## src/rtl/cart_header_loader.sv

```systemverilog
// Boot sequencer: fetches and validates the cartridge header, holds the mapper in reset until done.
// Optional macro CART_CHECKSUM_EN: read the full 0x134..0x14D range and verify the header checksum.
module cart_header_loader #(
    parameter logic [20:0] ROM_BASE = 21'h000000,
    parameter int          TIMEOUT  = 255
) (
    input  logic        clk,
    input  logic        reset,
    output logic [20:0] mem_adr,
    output logic        mem_rd,
    input  logic        mem_ack,
    input  logic [7:0]  mem_data,
    output logic        done,
    output logic        hdr_ok,
    output logic [7:0]  cart_type,
    output logic [2:0]  rom_size,
    output logic [1:0]  ram_size,
    output logic        mbc_reset
);

    localparam logic [2:0] S_IDLE  = 3'd0;
    localparam logic [2:0] S_REQ   = 3'd1;
    localparam logic [2:0] S_WAIT  = 3'd2;
    localparam logic [2:0] S_CHECK = 3'd3;
    localparam logic [2:0] S_DONE  = 3'd4;

`ifdef CART_CHECKSUM_EN
    localparam logic [8:0] FIRST_OFF = 9'h134;
    localparam logic [8:0] LAST_OFF  = 9'h14D;
`else
    localparam logic [8:0] FIRST_OFF = 9'h147;
    localparam logic [8:0] LAST_OFF  = 9'h149;
`endif

    logic [2:0]  r_state;
    logic [8:0]  r_off;
    logic        r_mem_rd;
    logic [15:0] r_wcnt;
    logic        r_done;
    logic        r_hdr_ok;
    logic [7:0]  r_cart_type;
    logic [2:0]  r_rom_size;
    logic [1:0]  r_ram_size;
    logic        r_range_err;
    logic        w_sum_ok;
    logic        w_timeout;

`ifdef CART_CHECKSUM_EN
    logic [7:0]  r_acc;
    logic [7:0]  r_exp;
    assign w_sum_ok = (r_acc == r_exp);
`else
    assign w_sum_ok = 1'b1;
`endif

    assign w_timeout = (TIMEOUT > 0) && (r_wcnt == 16'(TIMEOUT - 1));

    assign mem_adr   = ROM_BASE + {12'd0, r_off};
    assign mem_rd    = r_mem_rd;
    assign done      = r_done;
    assign hdr_ok    = r_hdr_ok;
    assign cart_type = r_cart_type;
    assign rom_size  = r_rom_size;
    assign ram_size  = r_ram_size;
    assign mbc_reset = !r_done;

    always_ff @(posedge clk) begin
        if (reset) begin
            r_state     <= S_IDLE;
            r_off       <= 9'h134;
            r_mem_rd    <= 1'b0;
            r_wcnt      <= 16'd0;
            r_done      <= 1'b0;
            r_hdr_ok    <= 1'b0;
            r_cart_type <= 8'd0;
            r_rom_size  <= 3'd0;
            r_ram_size  <= 2'd0;
            r_range_err <= 1'b0;
`ifdef CART_CHECKSUM_EN
            r_acc       <= 8'd0;
            r_exp       <= 8'd0;
`endif
        end else begin
            unique case (r_state)
                S_IDLE: begin
                    r_off   <= FIRST_OFF;
                    r_state <= S_REQ;
                end
                S_REQ: begin
                    r_mem_rd <= 1'b1;
                    r_wcnt   <= 16'd0;
                    r_state  <= S_WAIT;
                end
                S_WAIT: begin
                    if (mem_ack) begin
                        r_mem_rd <= 1'b0;
                        if (r_off == 9'h147)
                            r_cart_type <= mem_data;
                        if (r_off == 9'h148) begin
                            if (mem_data <= 8'd6) begin
                                r_rom_size <= mem_data[2:0];
                            end else begin
                                r_rom_size  <= 3'd0;
                                r_range_err <= 1'b1;
                            end
                        end
                        if (r_off == 9'h149) begin
                            if (mem_data <= 8'd3) begin
                                r_ram_size <= mem_data[1:0];
                            end else begin
                                r_ram_size  <= 2'd0;
                                r_range_err <= 1'b1;
                            end
                        end
`ifdef CART_CHECKSUM_EN
                        // last byte is the reference, all earlier ones feed the sum
                        if (r_off == LAST_OFF)
                            r_exp <= mem_data;
                        else
                            r_acc <= r_acc - mem_data - 8'd1;
`endif
                        if (r_off == LAST_OFF) begin
                            r_state <= S_CHECK;
                        end else begin
                            r_off   <= r_off + 9'd1;
                            r_state <= S_REQ;
                        end
                    end else if (w_timeout) begin
                        r_mem_rd <= 1'b0;
                        r_done   <= 1'b1;
                        r_hdr_ok <= 1'b0;
                        r_state  <= S_DONE;
                    end else begin
                        r_wcnt <= r_wcnt + 16'd1;
                    end
                end
                S_CHECK: begin
                    r_hdr_ok <= w_sum_ok && !r_range_err;
                    r_done   <= 1'b1;
                    r_state  <= S_DONE;
                end
                S_DONE: begin
                    r_mem_rd <= 1'b0;
                end
                default: begin
                    r_state <= S_IDLE;
                end
            endcase
        end
    end

endmodule

```

## config.mk

```make
export PLATFORM = sky130hd
export DESIGN_NAME = cart_header_loader
export DESIGN_NICKNAME = d
export VERILOG_FILES = /design/src/rtl/cart_header_loader.sv
export SDC_FILE = /design/constraint.sdc
export NUM_CORES = 1
export LEC_CHECK = 0
export ABC_AREA = 1
export BUFFER_PORTS_ARGS = -buffer_cell sky130_fd_sc_hd__buf_2
export CORE_UTILIZATION = 50
export DETAILED_ROUTE_END_ITERATION = 6
export HOLD_SLACK_MARGIN = 0.15
export PLACE_DENSITY = 0.81
export SLEW_MARGIN = 20
export SYNTH_ARGS = -nofsm -noshare
export SYNTH_HDL_FRONTEND = slang
export SYNTH_SLANG_ARGS = --single-unit
```

## constraint.sdc

```tcl
create_clock -name clk -period 3.42 [get_ports clk]
set_input_delay 0 -clock clk [delete_from_list [all_inputs] [get_ports clk]]
set_output_delay 0 -clock clk [all_outputs]
set_load 0.005 [all_outputs]
```

==> results of run 1 <==
per-layer routing:
metal / GRT usage / part of all wire / up-vias
li1: - / - / 1291
met1: 0.279 / 0.47 / 1153
met2: 0.389 / 0.48 / 75
met3: 0.0442 / 0.043 / 10
met4: 0.0650 / 0.015 / 0
met5: 0 / 0 / -
cells in the mapped netlist (2+ instances only):
cell type / n
sky130_fd_sc_hd__o21ai_0: 19
sky130_fd_sc_hd__a21oi_1: 30
sky130_fd_sc_hd__xor2_1: 4
sky130_fd_sc_hd__nand4_1: 5
sky130_fd_sc_hd__nand2_1: 92
sky130_fd_sc_hd__ha_1: 5
sky130_fd_sc_hd__nand2_2: 10
sky130_fd_sc_hd__clkbuf_1: 4
sky130_fd_sc_hd__a21oi_2: 7
sky130_fd_sc_hd__o211ai_1: 3
sky130_fd_sc_hd__buf_6: 2
sky130_fd_sc_hd__nor3_1: 4
sky130_fd_sc_hd__nand3_2: 2
sky130_fd_sc_hd__inv_1: 55
sky130_fd_sc_hd__nor2_2: 7
sky130_fd_sc_hd__inv_2: 3
sky130_fd_sc_hd__buf_4: 13
sky130_fd_sc_hd__dfxtp_1: 45
sky130_fd_sc_hd__nor2_1: 33
sky130_fd_sc_hd__nand2_4: 3
sky130_fd_sc_hd__nand3_1: 32
cells by family after synthesis:
group                    synth area share
AND/OR/NAND/NOR                     0.339
buffers and inverters               0.149
AO/OA/AOI/OAI                       0.129
flip-flops                          0.341
XOR/XNOR                           0.0166
adder cells (fa/ha/maj)            0.0237
other                             0.00142
tightest hold or removal path, stage by stage (launching register included):
cell and delay [ps]:
sky130_fd_sc_hd__dfxtp_1 310, sky130_fd_sc_hd__inv_1 40, sky130_fd_sc_hd__a21oi_1 50
flip-flops by register name, indices dropped and copies added (netlist names):
register,cells
r_state,3
hdr_ok,1
mem_rd,1
rom_size,3
ram_size,2
r_off,9
done,1
r_wcnt,16
r_range_err,1
cart_type,8
power by group through the flow:
stage	Combinational (mW)	Sequential [mW]	Clock [mW]
2_1_floorplan	0.444	0.650	0
3_3_place_gp	0.498	0.654	0
3_5_place_dp	0.512	0.658	0
4_1_cts	0.522	0.646	0.397
5_1_grt	0.592	0.659	0.415
6_report	0.525	0.648	0.388
final cells by class:
cell class,instances,area share
multi-input cells,277,0.464
flip-flops and latches,45,0.301
repair buffers,47,0.0969
inverters,59,0.0747
well taps,70,0.0292
clock buffers,5,0.0230
clock inverters,2,0.0117
worst max path at each step:
stage	startpoint	to	depth (start not counted)	slack, ps
2_1_floorplan	r_off[0]$_SDFFE_PP0P_	cart_type[6]$_SDFFE_PP0P_	7	1970
3_3_place_gp	r_state[2]$_SDFFE_PP0P_	r_off[2]$_SDFFE_PP1P_	8	1620
3_5_place_dp	r_state[2]$_SDFFE_PP0P_	r_off[2]$_SDFFE_PP1P_	8	1570
5_1_grt	r_state[0]$_SDFFE_PP0P_	ram_size[1]$_SDFFE_PP0P_	8	1160
6_report	r_state[2]$_SDFFE_PP0P_	ram_size[1]$_SDFFE_PP0P_	8	1370
4_1_cts	r_state[2]$_SDFFE_PP0P_	ram_size[1]$_SDFFE_PP0P_	8	1390
repair_timing:
| item | CTS | global route |
|---|---|---|
| setup endpoints to repair | 0 | 0 |
| hold buffers | 11 | 0 |
| endpoints found under the hold margin | 17 | 0 |
==> summary.md, run 1 <==
* finished, final reports clean — run status
* 0.223 — Total Routing Usage GR
* sky130_fd_sc_hd__nand2_1 — most common library cell in the layout ignoring fill and taps
* 9750 microns — first-pass GRT wire length
* r_state[2]$_SDFFE_PP0P_ — reg2reg start
* 26 — cell row count
* 0 — final number of hold-violating endpoints
* sky130_fd_sc_hd__dfxtp_1, sky130_fd_sc_hd__nand2_1, sky130_fd_sc_hd__inv_1 — top cells by area in the synthesized netlist
* 475 — Filler cells
* 74.7 microns — Die Ht
* 5 — number of buffers created by CTS
* 0.511 — worst slew slack as a fraction of its limit
* 74.7 microns — DIE WIDTH
* register to register — critical path class
* 0 — setup violation total in the final timing report
* 0 — grt ovf
* 2050 ps — time the worst path needs with I/O delays and setup
* 0.857 — final weighted congestion of routability-driven global placement
* 0 ps — final setup TNS
* 521 nW/um^2 — total power divided by cell area
* 0 — post-CTS resize count
* 2 — count of buffer and inverter cells on the critical path
* 391 — synthesized instance count
* 0.518 — Initial Utilization
* sky130_fd_sc_hd__dfxtp_1 — leading register cell type out of synthesis
* 2270 ps — Arr. time, crit path
* sky130_fd_sc_hd__nand2_1, sky130_fd_sc_hd__inv_1, sky130_fd_sc_hd__dfxtp_1 — commonest non-fill, non-tap cells in the layout
* 45 — post-synthesis register bit count
* 1570 ps — minimum setup slack after placement
* 449 ps — final worst hold slack
* 0.341 — area share of the leading cell type in the synthesized netlist
* 0.000217 V — IR Drop Worst-Case VDD
* 0 — synth warn
* 0.415 — relative contribution of sequential cells to total power
* 45 — sink count of the clock tree
* 0 — Post-route DRC
* register — Critical Path End Type
* 290 ps — latest clock arrival within the worst-skew pair
* register — launching element type of the critical path
* ram_size[1]$_SDFFE_PP0P_ — destination of the worst register-to-register timing path
* 13.3% — area grow syn2layout
* 734 ps — Worst Max-Slew Pin Slew
* 505 — number of non-filler instances in the completed layout
* 0 — EDFF count, synth
* sky130_fd_sc_hd__clkbuf_8 — cell at the root of the clock tree
* 5110 sq um — core outline area
* 11.3 microns — Wirelength per Cell
* 2 — deepest clock path buffer count
* cart_type[6]$_SDFFE_PP0P_ — worst hold path endpoint
* 451 — Layout Nets
* 0 — diode insertion count for antenna repair
* 34 — number of distinct library cells after synthesis
* 0 — number of nets still failing antenna checks after routing
* 1.35 nW — reported leakage power
* 5.01 — per-cell via count in the routed design
* 1390 sq um — multi-input logic area
* sky130_fd_sc_hd__dlygate4sd3_1 — cell at the slowest stage of the critical path
* register to register — Worst Hold Class
* 0 — Slew Viols, Final
* 0.249 — share of power burned in the clock network
* 0 — initial antenna violation count
* 0.341 — sequential fraction of the synthesis area
* cart_type[6]$_SDFFE_PP0P_ — hold path start
* 5580 sq um — DIE AREA
* 36 — input/output buffers
* nor2_2, nand2_2, inv_4, nand2_2, nor2_1, nand3_1, dlygate4sd3_1, a21oi_1 — worst-path cell chain
* false — RSZ-0062 raised after global routing
* sky130_fd_sc_hd__dfxtp_1 — cell type contributing the most total cell area after synthesis
* 2.03 ps — final worst clock skew
* 1.56 mW — Total Power Consumption
* 0.336 — fraction of power consumed by combinational cells
* 80 ps — Clock Pin Slew Worst Setup and Hold Paths
* 6.76 sq um — Post-Synthesis Mean Instance Area
* 5700 microns — total wire length after detailed routing
* 11 — largest driver fanout on the critical path
* 0 — reported max-cap violation count
* sky130_fd_sc_hd__nand2_2 — cell repeated most along the worst path
* 0 — proportion of register bits with asynchronous set or reset after synthesis
* 487 — # placed instances
* 0.601 mW — net switching power
* 1370 ps — Final WS setup
* 0 — Post-CTS Setup Inserts
* 0.599 — Final period util
* 901 sq um — combined flip-flop and latch cell area
* 3650 ps — CP Data Required Time
* 2 — count of H-tree levels built during CTS
* 1370 ps — Worst R2R Setup Slack
* 49 — number of placed I/O pins
* 2 — number of cells traversed by the worst hold path
* 560 ps — delay contributed by the slowest stage of the critical path
* 2529 — routed via count
* 2640 sq um — post-synthesis instance area
* 0.960 mW — Internal Power
* 488 MHz — Max Freq
* yes — TritonCTS clock tree
* 0.385 — switching power as a share of total power
* 146 — first-iteration detailed-routing DRC count
* 0.182 — fraction of layout cells with a size suffix above 1
* 2780 sq um — Cell Area, Placed
* 24 — largest net degree at the start of global routing
* 4080 microns — DPL Wire Length
* 0.587 — final standard cell utilization of the core
* 8 — depth of the most critical reg-to-reg path
* 2314 — vias in the first global route
* 3000 sq um — summed area of non-filler cells in the final layout
* simple AND/OR/NAND/NOR gates — CP delay by family, top
* 4 — number of optimization iterations in the first detailed-route pass
(Power assumes the default switching activity.)
==> inputs of run 2 (changes only) <==
Settings changed: ABC_AREA 1 to 0, PLACE_DENSITY 0.81 to 0.82.
Clock period 3.42 ns to 2 ns, I/O delays scaled along.
==> run 2 against run 1 <==
  * Clock skew up 7.4 ps
  * Register-to-register slack lost 1300 ps
  * Clock-buffer cell count did not move
  * Routed wire length down 4.5%
  * Core utilization rose by 5.9 points
  * Die area decreased by 12%
  * Combinational power decreased by 42%
  * Hold slack lost 200 ps
  * Design area fell by 5.6%
  * Global-route usage is 1.1 points higher
  * Largest power group unchanged
==> summary.md, run 2 <==
* finished, final reports clean — run status
* sky130_fd_sc_hd__dfxtp_1, sky130_fd_sc_hd__nor2_1, sky130_fd_sc_hd__a21oi_1 — Commonest cells post-synth
* 45 — sink count of the clock tree
* 0 — Post-route DRC
* 0.949 — Final period util
* sky130_fd_sc_hd__dfxtp_1, sky130_fd_sc_hd__buf_2, sky130_fd_sc_hd__nor2_1 — commonest non-fill, non-tap cells in the layout
* 6 — number of optimization iterations in the first detailed-route pass
* 9.38 ps — final worst clock skew
* register — launching element type of the critical path
* 22.5% — area grow syn2layout
* 14.5 microns — Wirelength per Cell
* sky130_fd_sc_hd__dfxtp_1 — leading register cell type out of synthesis
* 0.527 — Initial Utilization
* 0.390 — sequential fraction of the synthesis area
* 49 — number of placed I/O pins
* 53 — number of distinct library cells after synthesis
* 0 — setup violation total in the final timing report
* 310 ps — latest clock arrival within the worst-skew pair
* 2240 ps — CP Data Required Time
* 2730 microns — Routed met2 length
* 4380 sq um — core outline area
* sky130_fd_sc_hd__dfxtp_1 — cell type contributing the most total cell area after synthesis
* 0 — initial antenna violation count
* 1.15 nW — reported leakage power
* met4 — uppermost layer routed
* true — RSZ-0062 raised after global routing
* 2140 ps — Arr. time, crit path
* 70.0 microns — DIE WIDTH
* yes — TritonCTS clock tree
* 338 — Layout Nets
* 4 — number of cells traversed by the worst hold path
* simple AND/OR/NAND/NOR gates — dominant combinational cell family by area after synthesis
* 45 — post-synthesis register bit count
* 2360 microns — wire length the detailed router placed on met1
* 2132 — routed via count
* 0 — Slew Viols, Final
* 0.0271 — fraction of the mapped netlist area in adder cells
* 0 — reported max-cap violation count
* 2 — count of H-tree levels built during CTS
* 0.611 — worst slew slack as a fraction of its limit
* 70.0 microns — Die Ht
* register — Critical Path End Type
* 35 — largest net degree at the start of global routing
* 2310 sq um — post-synthesis instance area
* 9 — largest driver fanout on the critical path
* 0 — diode insertion count for antenna repair
* 0.0476 — mux share of post-synthesis cell area
* 701 nW/um^2 — total power divided by cell area
* 0 — proportion of register bits with asynchronous set or reset after synthesis
* 5 — depth of the most critical reg-to-reg path
* 1900 ps — time the worst path needs with I/O delays and setup
* 0 — number of nets still failing antenna checks after routing
* 3690 microns — DPL Wire Length
* 9180 microns — first-pass GRT wire length
* 0.0568 — xor/xnor share of the synthesized area
* sky130_fd_sc_hd__dfxtp_1, sky130_fd_sc_hd__nor2_1, sky130_fd_sc_hd__mux2i_1 — top cells by area in the synthesized netlist
* 4900 sq um — DIE AREA
* 5440 microns — total wire length after detailed routing
* 0 — synth warn
* 0 — grt ovf
* 5 — number of buffers created by CTS
* 245 ps — final worst hold slack
* 0.234 — Total Routing Usage GR
* 0 — EDFF count, synth
* 2 — deepest clock path buffer count
* 0.116 — area fraction in compound gates after synthesis
* register to register — critical path class
* 527 MHz — Max Freq
* input port to register — Worst Hold Class
* sky130_fd_sc_hd__dfxtp_1 — most common library cell in the layout ignoring fill and taps
* 0 — final number of hold-violating endpoints
* 5.69 — per-cell via count in the routed design
* 0.280 — simple-gate area share of the yosys netlist
* 0.893 — final weighted congestion of routability-driven global placement
* 90 ps — Clock Pin Slew Worst Setup and Hold Paths
* r_wcnt — largest register by flop count
* sky130_fd_sc_hd__clkbuf_8 — cell at the root of the clock tree
* 24 — cell row count
* 579 ps — Worst Max-Slew Pin Slew
* sky130_fd_sc_hd__dfxtp_1 — most numerous cell in the Yosys netlist
* 36 — input/output buffers
* 0.000366 V — IR Drop Worst-Case VDD
* 8.72 sq um — Post-Synthesis Mean Instance Area
* 228 microns — met3 layer wire length in the routed design
* 0.226 — fraction of layout cells with a size suffix above 1
* 0.390 — area share of the leading cell type in the synthesized netlist
* 146 — first-iteration detailed-routing DRC count
* 0 ps — final setup TNS
* 265 — synthesized instance count
* 16 — flip-flop count of the largest register after layout
* 1982 — vias in the first global route
## run 2: changes by cell type after synthesis, sizes merged, moves of 11 or more
cell,previous run,this run
nand2,105,13
inv,59,8
a21oi,37,15
nand3,34,13
o21ai,20,6
mux2i,0,11
xnor2,1,12
## run 2: final timing paths
kind	slack (ps)	endpoint	from
max	100	r_off[5]$_SDFFE_PP1P_	r_off[4]$_SDFFE_PP1P_
min	250	r_off[0]$_SDFFE_PP0P_	mem_ack
max reg2reg	100	r_off[5]$_SDFFE_PP1P_	r_off[4]$_SDFFE_PP1P_
min reg2reg	460	rom_size[1]$_SDFFE_PP0P_	rom_size[1]$_SDFFE_PP0P_
## run 2: routing by layer
metal / vias to the layer above / global-route usage
met5: - / 0
met4: 0 / 0.109
met3: 15 / 0.0476
met2: 68 / 0.390
met1: 1013 / 0.289
li1: 1036 / -
## run 2: power by group
| group | switching, mW | internal, mW | leakage (nW) |
|---|---|---|---|
| registers | 0.0271 | 0.925 | 0.365 |
| logic | 0.176 | 0.130 | 0.726 |
| clock network | 0.343 | 0.383 | 0.0603 |
## run 2: logic make-up (layout without fill, tap and decap cells)
group,Yosys count,in the layout
muxes,11,11
xor gates and xnor gates,15,15
buffers and inverters,33,80
AOI/OAI and AO/OA,41,41
and+or+nand+nor,114,114
DFF,45,45
adders and majority gates,5,5
other,1,12
## run 2: area by class of cell
cell class              instances  area (sq um)
fillers                       350          1550
multi-input cells             198          1290
flip-flops and latches         45           901
repair buffers                 63           418
clock buffers                   5          68.8
well taps                      52          65.1
clock inverters                 3          50.0
inverters                       9          33.8
## run 2: per-stage QoR
stage               cells  cell area [sq um]   util  setup slack [ps]  total power [mW]
floorplan             276               2350      -              86.2              1.16
global placement      358               2590  0.591              95.8              1.25
detailed placement    358               2590  0.591              25.4              1.25
CTS                   375               2800  0.639              17.1              1.98
global route          375               2830  0.646             -48.4              2.07
finish                375               2830  0.646               101              1.98
## run 2: worst max-delay path: stages, from the launching register on
cell	delay, ps
sky130_fd_sc_hd__dfxtp_1	320
sky130_fd_sc_hd__or4b_2	720
sky130_fd_sc_hd__o211ai_4	320
sky130_fd_sc_hd__a2111oi_1	150
sky130_fd_sc_hd__xnor2_1	140
sky130_fd_sc_hd__o21ai_0	170
## run 2: repair_timing
item,4_1_cts,5_1_grt
endpoints found under the setup margin,0,25
hold endpoints to repair,16,0
resized for setup,0,7
buffers inserted,0,0
hold buffers,9,0
